[src/rtl/condicionador_disparo_if.sv]
// ============================================================================
// Module   : condicionador_disparo_if
// Brief    : Pushbutton-side / trigger-side signal bundle of the conditioner.
// Revision : 1.0
// ============================================================================
`timescale 1ns/1ps
`default_nettype none

interface condicionador_disparo_if;
  logic       Botao;
  logic       Disparo;
  logic       Pressionado;
  logic [7:0] Rejeicoes;

  // master: board/button side; slave: the conditioner itself
  modport master (output Botao, input Disparo, input Pressionado, input Rejeicoes);
  modport slave  (input Botao, output Disparo, output Pressionado, output Rejeicoes);
endinterface

`default_nettype wire

[src/rtl/condicionador_disparo.sv]
// ============================================================================
// Module   : condicionador_disparo
// Brief    : Synchronises and debounces a raw pushbutton and emits a one-cycle
//            Disparo pulse per press. Optional macro AUTO_REPEAT_EN adds
//            periodic re-triggering while the button stays held.
// Revision : 1.0
// ============================================================================
`timescale 1ns/1ps
`default_nettype none

module condicionador_disparo #(
  parameter int unsigned DEBOUNCE_CYCLES = 500000,
  parameter int unsigned CNT_W           = 20,
  parameter int unsigned ACTIVE_LOW      = 1,
  parameter int unsigned REPEAT_CYCLES   = 25000000
) (
  input  wire logic               Clk,
  input  wire logic               Reset,
  condicionador_disparo_if.slave  bus
);

  typedef enum logic [1:0] {
    SOLTO      = 2'd0,
    CONF_PRESS = 2'd1,
    PRESSO     = 2'd2,
    CONF_SOLTA = 2'd3
  } state_t;

  localparam logic [CNT_W-1:0] c_cnt_last = CNT_W'(DEBOUNCE_CYCLES - 1);
  localparam logic [CNT_W-1:0] c_cnt_one  = CNT_W'(1);
  localparam logic             c_released = (ACTIVE_LOW != 0);

`ifdef AUTO_REPEAT_EN
  localparam int unsigned      c_rep_w    = (REPEAT_CYCLES > 1) ? $clog2(REPEAT_CYCLES) : 1;
  localparam logic [c_rep_w-1:0] c_rep_last = c_rep_w'(REPEAT_CYCLES - 1);
  localparam logic [c_rep_w-1:0] c_rep_one  = c_rep_w'(1);
  logic [c_rep_w-1:0] r_rcnt;
`endif

  logic             r_sync1;
  logic             r_sync2;
  logic             w_pressed;
  state_t           r_state;
  logic [CNT_W-1:0] r_cnt;
  logic             r_disparo;
  logic             r_press;
  logic [7:0]       r_rej;
  logic [7:0]       w_rej_next;

  // Synchroniser resets to the released level so reset release never looks like a press
  always_ff @(posedge Clk or posedge Reset) begin
    if (Reset) begin
      r_sync1 <= c_released;
      r_sync2 <= c_released;
    end else begin
      r_sync1 <= bus.Botao;
      r_sync2 <= r_sync1;
    end
  end

  assign w_pressed  = r_sync2 ^ c_released;
  assign w_rej_next = (r_rej == 8'hFF) ? r_rej : r_rej + 8'd1;

  always_ff @(posedge Clk or posedge Reset) begin
    if (Reset) begin
      r_state   <= SOLTO;
      r_cnt     <= '0;
      r_disparo <= 1'b0;
      r_press   <= 1'b0;
      r_rej     <= 8'd0;
`ifdef AUTO_REPEAT_EN
      r_rcnt    <= '0;
`endif
    end else begin
      r_disparo <= 1'b0;
      case (r_state)
        SOLTO: begin
`ifdef AUTO_REPEAT_EN
          r_rcnt <= '0;
`endif
          if (w_pressed) begin
            r_state <= CONF_PRESS;
            r_cnt   <= '0;
          end
        end
        CONF_PRESS: begin
          if (!w_pressed) begin
            r_state <= SOLTO;
            r_rej   <= w_rej_next;
          end else if (r_cnt == c_cnt_last) begin
            r_state   <= PRESSO;
            r_disparo <= 1'b1;
            r_press   <= 1'b1;
`ifdef AUTO_REPEAT_EN
            r_rcnt    <= '0;
`endif
          end else begin
            r_cnt <= r_cnt + c_cnt_one;
          end
        end
        PRESSO: begin
          if (!w_pressed) begin
            r_state <= CONF_SOLTA;
            r_cnt   <= '0;
          end
`ifdef AUTO_REPEAT_EN
          else if (r_rcnt == c_rep_last) begin
            r_disparo <= 1'b1;
            r_rcnt    <= '0;
          end else begin
            r_rcnt <= r_rcnt + c_rep_one;
          end
`endif
        end
        CONF_SOLTA: begin
          // A bounce back to pressed resumes the held state without a new trigger
          if (w_pressed) begin
            r_state <= PRESSO;
            r_rej   <= w_rej_next;
          end else if (r_cnt == c_cnt_last) begin
            r_state <= SOLTO;
            r_press <= 1'b0;
          end else begin
            r_cnt <= r_cnt + c_cnt_one;
          end
        end
        default: r_state <= SOLTO;
      endcase
    end
  end

  assign bus.Disparo     = r_disparo;
  assign bus.Pressionado = r_press;
  assign bus.Rejeicoes   = r_rej;

endmodule

`default_nettype wire

[src/flat_wrapper.sv]
// flat-port wrapper written by rule: the top's interface ports become plain ports
module condicionador_disparo_flat 
#(
  parameter int unsigned DEBOUNCE_CYCLES = 500000,
  parameter int unsigned CNT_W           = 20,
  parameter int unsigned ACTIVE_LOW      = 1,
  parameter int unsigned REPEAT_CYCLES   = 25000000
)
  (Clk, Reset, bus_Botao, bus_Disparo, bus_Pressionado, bus_Rejeicoes);
  condicionador_disparo_if bus_i ();
  input  wire logic Clk;
  input  wire logic Reset;
  input wire logic [$bits(bus_i.Botao)-1:0] bus_Botao;
  output wire logic [$bits(bus_i.Disparo)-1:0] bus_Disparo;
  output wire logic [$bits(bus_i.Pressionado)-1:0] bus_Pressionado;
  output wire logic [$bits(bus_i.Rejeicoes)-1:0] bus_Rejeicoes;
  assign bus_i.Botao = bus_Botao;
  assign bus_Disparo = bus_i.Disparo;
  assign bus_Pressionado = bus_i.Pressionado;
  assign bus_Rejeicoes = bus_i.Rejeicoes;
  condicionador_disparo #(.DEBOUNCE_CYCLES(DEBOUNCE_CYCLES), .CNT_W(CNT_W), .ACTIVE_LOW(ACTIVE_LOW), .REPEAT_CYCLES(REPEAT_CYCLES)) u_core (.Clk(Clk), .Reset(Reset), .bus(bus_i));
endmodule
[config.mk]
export PLATFORM = sky130hd
export DESIGN_NAME = condicionador_disparo_flat
export DESIGN_NICKNAME = d
export VERILOG_FILES = /design/src/rtl/condicionador_disparo_if.sv /design/src/rtl/condicionador_disparo.sv /design/src/flat_wrapper.sv
export SDC_FILE = /design/constraint.sdc
export NUM_CORES = 1
export LEC_CHECK = 0
export BUFFER_PORTS_ARGS = -buffer_cell sky130_fd_sc_hd__buf_2
export CAP_MARGIN = 25
export CORE_MARGIN = 2
export CORE_UTILIZATION = 62
export DETAILED_ROUTE_END_ITERATION = 8
export PLACE_DENSITY = 0.82
export SLEW_MARGIN = 5
export SYNTH_ARGS = -nofsm -noshare
export SYNTH_HDL_FRONTEND = slang
export SYNTH_SLANG_ARGS = --single-unit
[constraint.sdc]
create_clock -name Clk -period 4.6 [get_ports Clk]
set_input_delay 0.23 -clock Clk [delete_from_list [all_inputs] [get_ports Clk]]
set_output_delay 0.23 -clock Clk [all_outputs]
set_load 0.01 [all_outputs]
Word level (Yosys, flattened, before mapping):

Index checks and enable logic that the tools add are counted.

* register bits after elaboration: 34
* bits of input ports: 3
* output and inout bits: 10
* word-level logic and storage cells: 55

* add/subtract/negate cells: 2
* equal/unequal tests: 15
* mux-type cells: 25
* reduce and logical (&&, ||, !) cells: 6

Operators by type and width (count)
* 20-bit 2-to-1 mux: 5
* 20-bit one-hot mux with 4 select lines: 1
* 8-bit 2-to-1 mux: 3
* 20-bit by 1-bit adder with 20-bit output (second input constant): 1
* 20-bit by 19-bit == test with 1-bit output (second input constant): 1
* 8-bit one-hot mux with 2 select lines: 1
* 2-bit 2-to-1 mux: 6
* 2-bit by 1-bit inequality test with 1-bit output (second input constant): 5
* 8-bit by 1-bit adder with 8-bit output (second input constant): 1
* 8-bit == test (second input constant): 1
* 2-bit one-hot mux with 4 select lines: 1
* 4-bit AND reduction: 2
* 1-bit 2-to-1 mux: 7
* 2-bit inequality test (second input constant): 3
* 5-bit AND reduction: 1
* 2-bit == test (second input constant): 2
* 3-bit by 1-bit inequality test with 1-bit output (second input constant): 1
* 3-bit inequality test (second input constant): 1
* 3-bit AND reduction: 1
* 2-bit by 1-bit == test with 1-bit output (second input constant): 1
* 2-bit zero test: 1
* 1-bit one-hot mux with 2 select lines: 1
* 2-bit nonzero test: 1

Longest topological paths before layout:

* word-level depth: 4
* mapped depth: 7
* depth with buffers taken out: 6

Least setup slack after synthesis:

OpenSTA, ideal clock, no wires.

* path type: flip-flop to flip-flop
* from: register u_core.r_cnt[0]
* to: register u_core.r_cnt[18]
* setup time: 0.069 ns
* arrival: 1.648 ns
* required time: 4.531 ns
* setup slack: 2.883 ns
* stages on the path, launching flop included: 7
* path buffers: 0
* clock period less this slack: 1.717 ns
* path through: dfrtp_1 -> ha_1 -> nand4_2 -> nor3_2 -> nand2_1 -> or4_1 -> nand3_1

* longest elaborated chain between the ends: 4
* elaborated cells on any way between the ends: 6
* those cells by class: 1 x add/sub; 1 x eq/ne; 4 x mux

Ends and longest elaborated chain
* start, declared: line condicionador_disparo.sv:44 `logic [CNT_W-1:0] r_cnt;`
* start signal, assigned: line condicionador_disparo.sv:98 `r_cnt <= r_cnt + c_cnt_one;`
* start signal, assigned: line condicionador_disparo.sv:124 `r_cnt <= r_cnt + c_cnt_one;`
* 20-bit by 1-bit adder with 20-bit output / 20-bit by 19-bit == test with 1-bit output (equally long branches)
* 20-bit 2-to-1 mux *: line condicionador_disparo.sv:90, condicionador_disparo.sv:120
* 20-bit 2-to-1 mux, on equally long branches: line condicionador_disparo.sv:117, condicionador_disparo.sv:87
* 20-bit one-hot mux with 4 select lines *: line condicionador_disparo.sv:76 `case (r_state)`

Mark *: on every way between the ends. The rest lies on a longest branch, timed or not. The select of a mux whose other input is x is not followed.
A chain may end at the register's enable or synchronous reset.

Worst setup path after layout:

* from: register u_core.r_state[0]
* to: register u_core.r_cnt[18]

* longest elaborated chain between the ends: 3
* elaborated cells on any way between the ends: 10
* those cells by class: 7 x eq/ne; 1 x mux; 2 x reduce/logical

Ends and longest elaborated chain
* start, declared: line condicionador_disparo.sv:43 `state_t r_state;`
* start signal, assigned: line condicionador_disparo.sv:66 `r_state <= SOLTO;`
* start signal, assigned: line condicionador_disparo.sv:82 `r_state <= CONF_PRESS;`
* start signal, assigned: line condicionador_disparo.sv:88 `r_state <= SOLTO;`
* 2-bit == test (tied with other cells): line condicionador_disparo.sv:76
* 2-bit by 1-bit inequality test with 1-bit output (no source line) / 2-bit inequality test (equally long branches)
* 4-bit AND reduction (no source line)

Parallel ways exist; a longest one is shown, timed or not.

==> results.md <==
* Status: complete, no violations
* Fin cells at 230
* Sequential group share of total power at 56.4%
* Die height at 58.1 um
* Slew margin rel. at 54.6%
* Final wirelength at 3630 um
* Gr usage total at 25.3%
* Total negative slack at 0 ns
* Critical path, cell by cell: nand2_1, or3_4, o31ai_4, or4_1, nand3_1
* Post-synth top cells: 32 x dfrtp_1, 27 x nand2_1, 18 x nand3_1
* Final Hold Viols at 0
* Global-route wire length before repair at 6420 um
* HP Class: reg -> reg
* Die width at 58.1 um
* RSZ-0062 raised after global routing: false
* Slew at the pin closest to its max-slew limit at 0.681 ns
* WP data required at 4.82 ns
* Initial Utilization at 65.3%
* Post-route setup slack at 2.29 ns
* Final critical-path required period at 2.31 ns
* CP Class: reg -> reg
* Instance count on the critical path at 5
* Yosys top cell area share at 44.1%
* Postcts setup bufs at 0
* Crit share post-route at 50.1%
* Layout Nets at 203
* Post-synth EDFFs at 0
* CP endpoint kind: flip-flop
* P_int at 0.451 mW
* FFs w/ async S/R, synth at 100%
* CTS root buffer: clkbuf_4
* Worst Setup Start Kind: flip-flop
* Hold-fix buffers, CTS at 2
* CTS buffer count at 5
* H-tree levels at 2
* Maximum fanout along the worst path at 18
* Clk Latency, worst-skew pair at 0.34 ns
* I/O Pins at 13
* DR iter-0 viols at 70
* Top-count cell post-synth: dfrtp_1
* CTS resizes at 0
* Placed Cells at 220
* Core ar. at 2780 um2
* Worst stage delay on the critical path at 0.79 ns
* Hold path cells at 0
* Synth Flop Type: dfrtp_1
* Setup violators final at 0
* Slew Viols, Final at 0
* Clk buf depth at 2
* # diodes at 0
* Leading area contributor after synthesis: dfrtp_1
* CTS tree: yes
* Maximum vdd drop at 352 uV
* Grt ovf at 0
* DP Wirelength at 2500 um
* Die Area at 3380 um2
* FMAX at 434 MHz
* Switching Fraction at 30.8%
* Layout cell share with drive strength beyond 1 at 20.1%
* Post-route DRC at 0
* Yosys cell types at 48
* Post-detailed-route count of antenna-violating nets at 0
* Row count at 19
* Seq/Total Area, Yosys at 47.0%
* Via-to-Cell Ratio at 6.36
* Worst EP arrival at 2.53 ns
* Leak pwr at 0.871 nW
* Register bit total from synthesis at 34
* Setup WS pre-CTS at 2.38 ns
* DR vias at 1462
* Clock skew at 0.00372 ns
* Yosys warning total at 0
* Gate Count Post-Synth at 180
* Pwr/cell area at 330 nW/um2
* Syn nets at 185
* PortBufs at 12
* Mapped Avg Cell Area at 10.1 um2
* CP max stage cell: dfrtp_1
* CP delay by family, top: flip-flops
* NetSw at 0.201 mW
* Initial antenna violation count at 0
* Wire length per cell at 15.8 um
* Max-cap violations at 0
* Path depth of the worst reg2reg path at 5
* Clk slew on worst S/H paths at 0.10 ns
* Area Overhead vs Synth at 8.75%
* CP Buf/Inv Count at 0
* Ranking of synthesized cells by area: dfrtp_1 44%, nand2_1 5.6%, nand3_1 5.0%
* Pwr Total at 0.652 mW
* Clock power share at 27.0%
* Clock sink count at 34
* Pre-antenna DRT Iters at 4
* Vias in the first global route at 1387
* Fillers at 208
* Synthesized area at 1820 um2
* Largest net degree at the start of global routing at 20
* Gate power share at 16.6%
* RD Place Congestion at 0.821
## registers in the layout, summed over array words and instances (netlist names), named ones only
| signal | count |
|---|---|
| u_core.r_sync2 | 1 |
| u_core.r_cnt | 20 |
| u_core.r_state | 1 |
| u_core.bus.Disparo | 1 |
| u_core.bus.Pressionado | 1 |
| u_core.bus.Rejeicoes | 8 |
| u_core.r_sync1 | 1 |
## worst register-to-register path, cell delays in order (launching register included)
cell	delay, ns
dfrtp_1	0.79
nand2_1	0.11
or3_4	0.38
o31ai_4	0.62
or4_1	0.22
nand3_1	0.08
## per-stage QoR
stage | utilization, % | instance area [um2] | hold slack (ns)
after floorplan | - | 1820 | 0.234
after global placement | 68.2 | 1900 | 0.321
after detailed placement | 68.2 | 1900 | 0.330
after CTS | 71.0 | 1980 | 0.365
after global routing | 71.0 | 1980 | 0.366
final | 71.0 | 1980 | 0.363
## cell type report
class | instances | area, um2 | area share, %
Clock buffer | 7 | 55.1 | 2.79
Timing Repair Buffer | 15 | 87.6 | 4.43
Tap cell | 31 | 38.8 | 1.96
Clock inverter | 1 | 5.00 | 0.253
Multi-Input combinational cell | 136 | 913 | 46.2
Inverter | 6 | 22.5 | 1.14
Sequential cell | 34 | 853 | 43.2
## cells by family (layout without fill, tap and decap cells)
kind of cell	count (synthesis)	in the layout	share of synthesized area [%]
AOI/OAI and AO/OA	37	37	15.1
xor gates and xnor gates	9	9	5.17
adders and majority gates	2	2	1.38
buffers and inverters	10	29	2.75
DFF	34	34	47.0
muxes	1	1	0.620
and+or+nand+nor	87	87	28.0
## layout by cell type, fill, tap and decap left out, types with 6 or more instances in the layout
cell and instances:
dfrtp_1 32, nand2_1 27, nand3_1 18, o21ai_0 12
buf_2 12, inv_1 6, nor2_1 6, o31ai_1 6
nor3_1 6, nand4_1 6
## final timing paths
path                       slack (ns)               end              start
max                              2.29  u_core.r_cnt[18]  u_core.r_state[0]
min                              0.36    u_core.r_sync2     u_core.r_sync1
max reg2reg                      2.29  u_core.r_cnt[18]  u_core.r_state[0]
min reg2reg                      0.36    u_core.r_sync2     u_core.r_sync1
max in group asynchronous        3.41   u_core.r_cnt[8]              Reset
min in group asynchronous        0.50  u_core.r_cnt[14]              Reset
## routing by layer
metal	up-vias	global-route usage, %	wire (um)
met5	-	0	0
met4	0	10.3	19
met3	2	6.25	151
met2	52	38.1	1830
met1	711	35.1	1630
li1	697	-	-
## power groups by stage
stage,combinational (mW),clock (mW),sequential (mW)
after floorplan,0.0594,0,0.377
after detailed placement,0.109,0,0.373
after global placement,0.101,0,0.369
after CTS,0.110,0.178,0.367
final,0.108,0.176,0.368
after global routing,0.121,0.188,0.374
Power figures use the tool's default switching activity.
